<file path="config.mk">
export PLATFORM = sky130hd
export DESIGN_NAME = addr_issue
export DESIGN_NICKNAME = d
export VERILOG_FILES = /design/src/rtl/addr_issue.sv
export SDC_FILE = /design/constraint.sdc
export NUM_CORES = 1
export LEC_CHECK = 0
export CAP_MARGIN = 20
export CORE_MARGIN = 2
export CORE_UTILIZATION = 25
export DETAILED_ROUTE_END_ITERATION = 8
export GPL_ROUTABILITY_DRIVEN = 0
export PLACE_DENSITY = 0.49
export RECOVER_POWER = 50
export SLEW_MARGIN = 0
export SYNTH_ARGS = -nofsm -noshare
export SYNTH_HDL_FRONTEND = slang
export SYNTH_SLANG_ARGS = --single-unit
</file>
<file path="constraint.sdc">
create_clock -name ai_clk -period 3.2 [get_ports ai_clk]
set_clock_uncertainty 0.2 [all_clocks]
set_input_delay 0.64 -clock ai_clk [delete_from_list [all_inputs] [get_ports ai_clk]]
set_output_delay 0.64 -clock ai_clk [all_outputs]
set_load 0.01 [all_outputs]
</file>
<file path="src/rtl/addr_issue.sv">
// Consumer side of the register-address queue: mirrors queue occupancy, pops rs/rt pairs and
// issues each one once both source registers are clear in a busy-register scoreboard.
module addr_issue #(
    parameter int unsigned AWIDTH = 5,
    parameter int unsigned DEPTH  = 16,
    parameter int unsigned CWIDTH = 5
) (
    input  logic              ai_clk,
    input  logic              ai_rst,
    input  logic              ai_i_push,
    output logic              ai_o_pop,
    input  logic [AWIDTH-1:0] ai_i_addr_rs,
    input  logic [AWIDTH-1:0] ai_i_addr_rt,
    input  logic              ai_i_set_en,
    input  logic [AWIDTH-1:0] ai_i_set_addr,
    input  logic              ai_i_wb_en,
    input  logic [AWIDTH-1:0] ai_i_wb_addr,
    output logic              ai_o_valid,
    input  logic              ai_i_ready,
    output logic [AWIDTH-1:0] ai_o_addr_rs,
    output logic [AWIDTH-1:0] ai_o_addr_rt,
    output logic [CWIDTH-1:0] ai_o_count,
    output logic              ai_o_empty,
    output logic              ai_o_stall,
    output logic              ai_o_overflow
);

    localparam int unsigned REGS = 1 << AWIDTH;

    typedef enum logic [1:0] {StIdle, StPop, StWait, StCheck} state_e;

    state_e            state_q, state_d;
    logic [CWIDTH-1:0] count_q, count_d;
    logic              empty_q, empty_d;
    logic              overflow_q, overflow_d;
    logic [REGS-1:0]   busy_q, busy_d;
    logic [AWIDTH-1:0] rs_q, rs_d;
    logic [AWIDTH-1:0] rt_q, rt_d;
    logic              hold_q, hold_d;

    logic rs_busy, rt_busy, in_check, pop, valid, accept;

    // A writeback in this cycle already frees its register for the busy test.
    always_comb begin
        rs_busy  = busy_q[rs_q] && !(ai_i_wb_en && (ai_i_wb_addr == rs_q));
        rt_busy  = busy_q[rt_q] && !(ai_i_wb_en && (ai_i_wb_addr == rt_q));
        in_check = (state_q == StCheck);
        pop      = (state_q == StPop);
        // hold_q keeps valid up once shown, even if an operand turns busy afterwards.
        valid    = in_check && (hold_q || (!rs_busy && !rt_busy));
        accept   = valid && ai_i_ready;
    end

    always_comb begin
        count_d    = count_q;
        overflow_d = overflow_q;
        if (ai_i_push && !pop) begin
            if (count_q == CWIDTH'(DEPTH)) begin
                overflow_d = 1'b1;
            end else begin
                count_d = count_q + CWIDTH'(1);
            end
        end else if (!ai_i_push && pop) begin
            count_d = count_q - CWIDTH'(1);
        end
        empty_d = (count_d == '0);
    end

    // Set beats a same-cycle writeback to the same register; register 0 is never busy.
    always_comb begin
        busy_d = busy_q;
        if (ai_i_wb_en) begin
            busy_d[ai_i_wb_addr] = 1'b0;
        end
        if (ai_i_set_en) begin
            busy_d[ai_i_set_addr] = 1'b1;
        end
        busy_d[0] = 1'b0;
    end

    always_comb begin
        state_d = state_q;
        rs_d    = rs_q;
        rt_d    = rt_q;
        hold_d  = 1'b0;
        unique case (state_q)
            StIdle: begin
                if (count_q != '0) begin
                    state_d = StPop;
                end
            end
            StPop: begin
                state_d = StWait;
            end
            StWait: begin
                rs_d    = ai_i_addr_rs;
                rt_d    = ai_i_addr_rt;
                state_d = StCheck;
            end
            StCheck: begin
                if (accept) begin
                    state_d = (count_d != '0) ? StPop : StIdle;
                end else begin
                    hold_d = valid;
                end
            end
            default: state_d = StIdle;
        endcase
    end

    always_ff @(posedge ai_clk) begin
        if (ai_rst) begin
            state_q    <= StIdle;
            count_q    <= '0;
            empty_q    <= 1'b1;
            overflow_q <= 1'b0;
            busy_q     <= '0;
            rs_q       <= '0;
            rt_q       <= '0;
            hold_q     <= 1'b0;
        end else begin
            state_q    <= state_d;
            count_q    <= count_d;
            empty_q    <= empty_d;
            overflow_q <= overflow_d;
            busy_q     <= busy_d;
            rs_q       <= rs_d;
            rt_q       <= rt_d;
            hold_q     <= hold_d;
        end
    end

    assign ai_o_pop      = pop;
    assign ai_o_valid    = valid;
    assign ai_o_stall    = in_check && !valid;
    assign ai_o_addr_rs  = rs_q;
    assign ai_o_addr_rt  = rt_q;
    assign ai_o_count    = count_q;
    assign ai_o_empty    = empty_q;
    assign ai_o_overflow = overflow_q;

endmodule

</file>
==> results of run 1 <==
-- kinds of logic after synthesis --
logic type	count (synthesis)
simple gates	121
compound gates	98
flops	51
mux	34
buf+inv	33
xor+xnor	13
fa+ha+maj	7
-- worst min-delay path: cells and delay by family (launching register included) --
kind            cells  cell delay (ps)
compound gates      1               50
simple gates        1               70
flops               1              340
-- flip-flops by register name, indices dropped and copies added (netlist names) --
signal and cells:
ai_o_addr_rt 5, hold_q 1, ai_o_overflow 1, ai_o_empty 1
ai_o_count 5, busy_q 31, ai_o_addr_rs 5, state_q 2
-- layout make-up --
type                            instances  share of cell area
Timing Repair Buffer                   66               0.156
Inverter                               11              0.0103
Clock inverter                          2              0.0150
Multi-Input combinational cell        273               0.482
Sequential cell                        51               0.257
Clock buffer                            6              0.0323
Tap cell                              147              0.0461
-- metrics by stage --
step	TNS [ps]	area, µm²	hold slack, ps
final	0	3990	295
after global routing	-36.8	3990	324
after CTS	-13.8	3960	293
after detailed placement	-1030	3750	277
after global placement	-1010	3750	267
after floorplan	0	3020	260
-- final timing paths --
kind / end / slack [ps] / depth (start not counted) / start
hold / removal: ai_o_overflow / 290 / 2 / ai_o_overflow
hold reg to reg: ai_o_overflow / 290 / 2 / ai_o_overflow
setup / recovery: ai_o_valid / 50 / 8 / ai_o_addr_rt[1]
setup reg to reg: state_q[0] / 650 / 8 / state_q[1]
-- placed cells by master (no fill, tap or decap), drive strengths merged, types with 11 or more instances in the layout --
cell,Yosys,routed
dfxtp,51,51
inv,11,11
mux2i,21,21
a21oi,32,32
nor2,28,28
o21ai,36,36
buf,6,20
nor2b,12,12
nand2,40,40
clkdlybuf4s50,0,34
-- per-layer routing --
layer  part of all wire  track usage
met1               0.47        0.187
met2               0.47        0.231
met3              0.045       0.0223
met4              0.014       0.0374
met5                  0            0
-- timing repair --
item	in CTS	in global routing
endpoints found under the setup margin	2	2
hold buffers	0	0
endpoints found under the hold margin	0	0
pin swaps	1	3
resized for setup	17	14
cloned	0	0
-- power groups by stage --
stage / clock [mW] / sequential, mW / combinational, mW
after global routing: 0.721 / 0.808 / 0.854
after global placement: 0 / 0.805 / 0.767
final: 0.682 / 0.795 / 0.772
after detailed placement: 0 / 0.807 / 0.769
after CTS: 0.691 / 0.794 / 0.773
after floorplan: 0 / 0.786 / 0.475
==> impl_metrics.yaml, run 1 <==
outcome:
  outcome: "finished clean"
power:
  power.static_leakage_nw: 1.40
  power_mw: 2.25
  pwr-share-seq: 0.354
  p_comb_frac: 0.343
  internal_power_mw: 1.53
  switching_share: 0.318
  pwr-share-clk: 0.303
  powerDensity_nw_per_um2: 563
  switchingPower_mw: 0.715
  ir_worst_vdd_mv: 0.199
global_routing:
  grt_pass1_wl_um: 14200
  gr-total-overflow: 0
  grt_max_degree: 29
  grt_antenna_before_repair: 0
  grt_pass1_vias: 2776
  grtUsageTotal: 0.139
flow_run:
  max_cap_violations: 0
critical_path:
  slowest_stage: "mux2_2"
  critical_path_buf_inv_count: 3
  crit_type: "register to output port"
  critPathArrivalTime_ps: 2310
  startpoint_type: "register"
  crit_path_end_kind: "output port"
  path_cells: "buf_12 > buf_6 > mux2_2 > o311a_1 > o31ai_1 > o21ai_1 > nor2_1 > clkdlybuf4s15_2"
  crit_required_ps: 2360
  crit_fanout: 7
  crit_family: "compound AO/OA/AOI/OAI gates"
  crit_path_max_incr_delay_ps: 360
synthesis:
  synth_top_family_by_area: "simple AND/OR/NAND/NOR gates"
  synth_edf_count: 0
  synth_compound_area_frac: 0.193
  synth_top_area_share: 0.338
  synthFlopType: "dfxtp_1"
  async_flop_share: 0
  seq_area_frac_synth: 0.338
  synth-xor-area-share: 0.0377
  synth_top_area_cell: "dfxtp_1"
  synth-simple-area-share: 0.204
  synthAdderAreaFrac: 0.0290
  avgSynthCellArea_um2: 8.47
  yosys_warnings: 0
  syn_inst: 357
  synth.most_common_cell: "dfxtp_1"
  synthTopCellsByArea: "dfxtp_1 (34%), mux4_2 (7.5%), mux2i_1 (7.0%)"
  ys_top_cells_by_count: "dfxtp_1 (51), nand2_1 (40), o21ai_0 (35)"
  ys_seq_elements: 51
  synthMuxAreaShare: 0.155
  ys_types: 49
  synth_area_um2: 3020
  synth_fp_nets: 390
sta:
  rsz0062_at_grt: "yes"
  setup_viol: 0
  period_needed_ps: 3150
  final-hold-violation-count: 0
  fin_crit_sh: 0.984
  setup_ws_ps: 51.9
  worstMarginPinSlew_ps: 672
  relSlewSlack: 0.550
  maxClockFrequency_mhz: 318
  drv_slew: 0
placement:
  portBuffers: 45
  post-dp-hpwl_um: 6740
  dp_slack_ps: -517
  place_inst: 548
clock_network:
  cts_setup_buffers: 0
  insertion_delay_ps: 290
  numCtsBuffers: 5
  cts_tree: "yes"
  clkTransAtPathRegs_ps: 60
  clock_path_buffers: 2
  cts_max_level: 2
  cts_sinks: 51
  clock-root-buffer: "clkbuf_16"
floorplanning:
  start_util: 0.254
  ios: 46
  die_h_um: 114
  rows: 40
  die_area_um2: 13000
  die_w_um: 114
  core_um2: 11900
finish:
  multiInputGateArea_um2: 1930
  fin_cells: 556
  layout-drive-gt1-share: 0.152
  fillCellCount: 1242
  final_nets: 441
  post-route-util: 0.335
  seqCellArea_um2: 1030
  n_antenna_cell: 0
  area_growth_pct: 32.0
worst_hold_path:
  hold_path.class: "register to register"
route:
  viasPerCell: 5.07
  routed_wl_um: 8930
  drtAntennaViolNets: 0
  wire_per_inst_um: 16.1
  drtIter0Drc: 209
  drc: 0
  firstDrtPassIters: 4
  vias: 2819
Power figures use the tool's default switching activity.
==> run 2: changes to the inputs <==
--- a/config.mk
+++ b/config.mk
@@ -6,7 +6,6 @@
 export NUM_CORES = 1
 export LEC_CHECK = 0
 export CAP_MARGIN = 20
-export CORE_MARGIN = 2
 export CORE_UTILIZATION = 25
 export DETAILED_ROUTE_END_ITERATION = 8
 export GPL_ROUTABILITY_DRIVEN = 0
@@ -16,3 +15,4 @@
 export SYNTH_ARGS = -nofsm -noshare
 export SYNTH_HDL_FRONTEND = slang
 export SYNTH_SLANG_ARGS = --single-unit
+export TNS_END_PERCENT = 50
==> constraint.sdc (replaced) <==
create_clock -name ai_clk -period 3.2 [get_ports ai_clk]
set_clock_uncertainty 0.2 [all_clocks]
set_input_delay 0.64 -clock ai_clk [delete_from_list [all_inputs] [get_ports ai_clk]]
set_output_delay 0.64 -clock ai_clk [all_outputs]
set_load 0.005 [all_outputs]
==> impl_metrics.yaml, run 2 (synthesized netlist as in run 1, its figures left out) <==
outcome:
  outcome: "finished with violations"
  violations: "DRC"
sta:
  tns_ps: 0
  drv_slew: 0
  rsz0062_at_grt: "no"
  final-hold-violation-count: 0
  relSlewSlack: 0.496
  fin_crit_sh: 0.977
  setup_viol: 0
  period_needed_ps: 3130
  worstMarginPinSlew_ps: 754
  maxClockFrequency_mhz: 320
finish:
  final_cell_mix: "dfxtp_1 (45), nand2_1 (40), o21ai_0 (33), a21oi_1 (32), clkdlybuf4s50_1 (31)"
  layout-drive-gt1-share: 0.162
  final_common_cell: "dfxtp_1"
  largest_register: "busy_q"
  final_nets: 446
  post-route-util: 0.343
  largest_reg_flops: 31
  fin_cells: 557
  fin_area_um2: 3980
  area_growth_pct: 31.7
  n_antenna_cell: 0
power:
  internal_power_mw: 1.42
  pwr-share-seq: 0.377
  ir_worst_vdd_mv: 0.325
  power.static_leakage_nw: 1.41
  p_comb_frac: 0.356
  pwr-share-clk: 0.268
  switching_share: 0.331
  powerDensity_nw_per_um2: 532
  switchingPower_mw: 0.701
floorplanning:
  die_w_um: 112
  rows: 39
  ios: 46
  die_area_um2: 12500
  core_um2: 11600
  start_util: 0.260
  die_h_um: 112
global_routing:
  grt_antenna_before_repair: 0
  grt_pass1_vias: 2975
  gr-total-overflow: 0
  grtUsageTotal: 0.153
  grt_max_degree: 40
  grt_pass1_wl_um: 15400
clock_network:
  cts_setup_buffers: 0
  cts_max_level: 2
  cts_tree: "yes"
  holdBufCountCts: 0
  clock_path_buffers: 2
  clock-root-buffer: "clkbuf_16"
  cts_sinks: 51
  insertion_delay_ps: 280
  numCtsBuffers: 5
  clkTransAtPathRegs_ps: 70
placement:
  portBuffers: 45
  place_inst: 549
  dpl_cell_area_um2: 3760
  post-dp-hpwl_um: 6880
route:
  drtIter0Drc: 151
  wire_per_inst_um: 16.7
  drtAntennaViolNets: 0
  drc: 4
  viasPerCell: 5.08
  routed_wl_um: 9290
  firstDrtPassIters: 6
  vias: 2827
critical_path:
  crit_type: "register to output port"
  crit_fanout: 12
  crit_path_end_kind: "output port"
  critPathArrivalTime_ps: 2290
  startpoint_type: "register"
  crit_required_ps: 2360
worst_hold_path:
  hold_path.class: "register to register"
flow_run:
  max_cap_violations: 0
run 2: cell count changes in the layout (fill, tap and decap cells not counted), moves of 2 or more:
cell             change
dlymetal6s2s_1       -2
clkdlybuf4s50_1      -3
dlygate4sd3_1        +2
clkbuf_8             +2
clkdlybuf4s15_1      +2
dlygate4sd2_1        +3
bufinv_16            -2
buf_4                +6
run 2: power by group through the flow:
stage          Clock [mW]  Combinational [mW]  Sequential (mW)
3_5_place_dp            0               0.751            0.811
3_3_place_gp            0               0.750            0.808
4_1_cts             0.576               0.756            0.797
2_1_floorplan           0               0.473            0.768
6_report            0.566               0.753            0.798
5_1_grt             0.605               0.833            0.810
run 2: repair_timing:
item / 4_1_cts / 5_1_grt
pin swaps: 3 / 4
cloned: 0 / 0
setup endpoints to repair: 2 / 2
gates resized for setup: 14 / 15
run 2: per-stage QoR:
stage / worst slack (ps) / hold slack (ps) / power [mW]
after CTS: 35.4 / 297 / 2.13
final: 73.0 / 297 / 2.12
after global placement: -430 / 278 / 1.56
after global routing: 16.8 / 328 / 2.25
after floorplan: 408 / 260 / 1.24
after detailed placement: -436 / 287 / 1.56
run 2: path summary, 6_finish.rpt:
kind / depth (start not counted) / startpoint / to / slack (ps)
hold / removal: 2 / busy_q[16] / busy_q[16] / 300
setup reg to reg: 8 / state_q[1] / state_q[0] / 730
hold reg to reg: 2 / busy_q[16] / busy_q[16] / 300
setup / recovery: 8 / ai_o_addr_rs[1] / ai_o_valid / 70
run 2: routing by layer:
layer  vias to the layer above  global-route usage  routed length (µm)
met5                         -                   0                   0
met4                         0              0.0267                  59
met3                         6              0.0223                 377
met2                        64               0.264                4420
met1                      1355               0.205                4430
li1                       1402                   -                   -
run 2: final cells by class:
class,count,area [µm²]
Clock buffer,8,156
Fill cell,1221,7630
Inverter,11,41.3
Multi-Input combinational cell,273,1930
Sequential cell,51,1030
Tap cell,143,179
Timing Repair Buffer,71,644
run 2: worst max-delay path, stage by stage (launching register included):
cell             delay [ps]
dfxtp_2                 360
buf_12                  150
mux4_2                  510
nor2_1                  110
o22ai_1                 130
nor3_4                  270
o21ai_2                 100
nor2_1                  140
clkdlybuf4s15_1         230
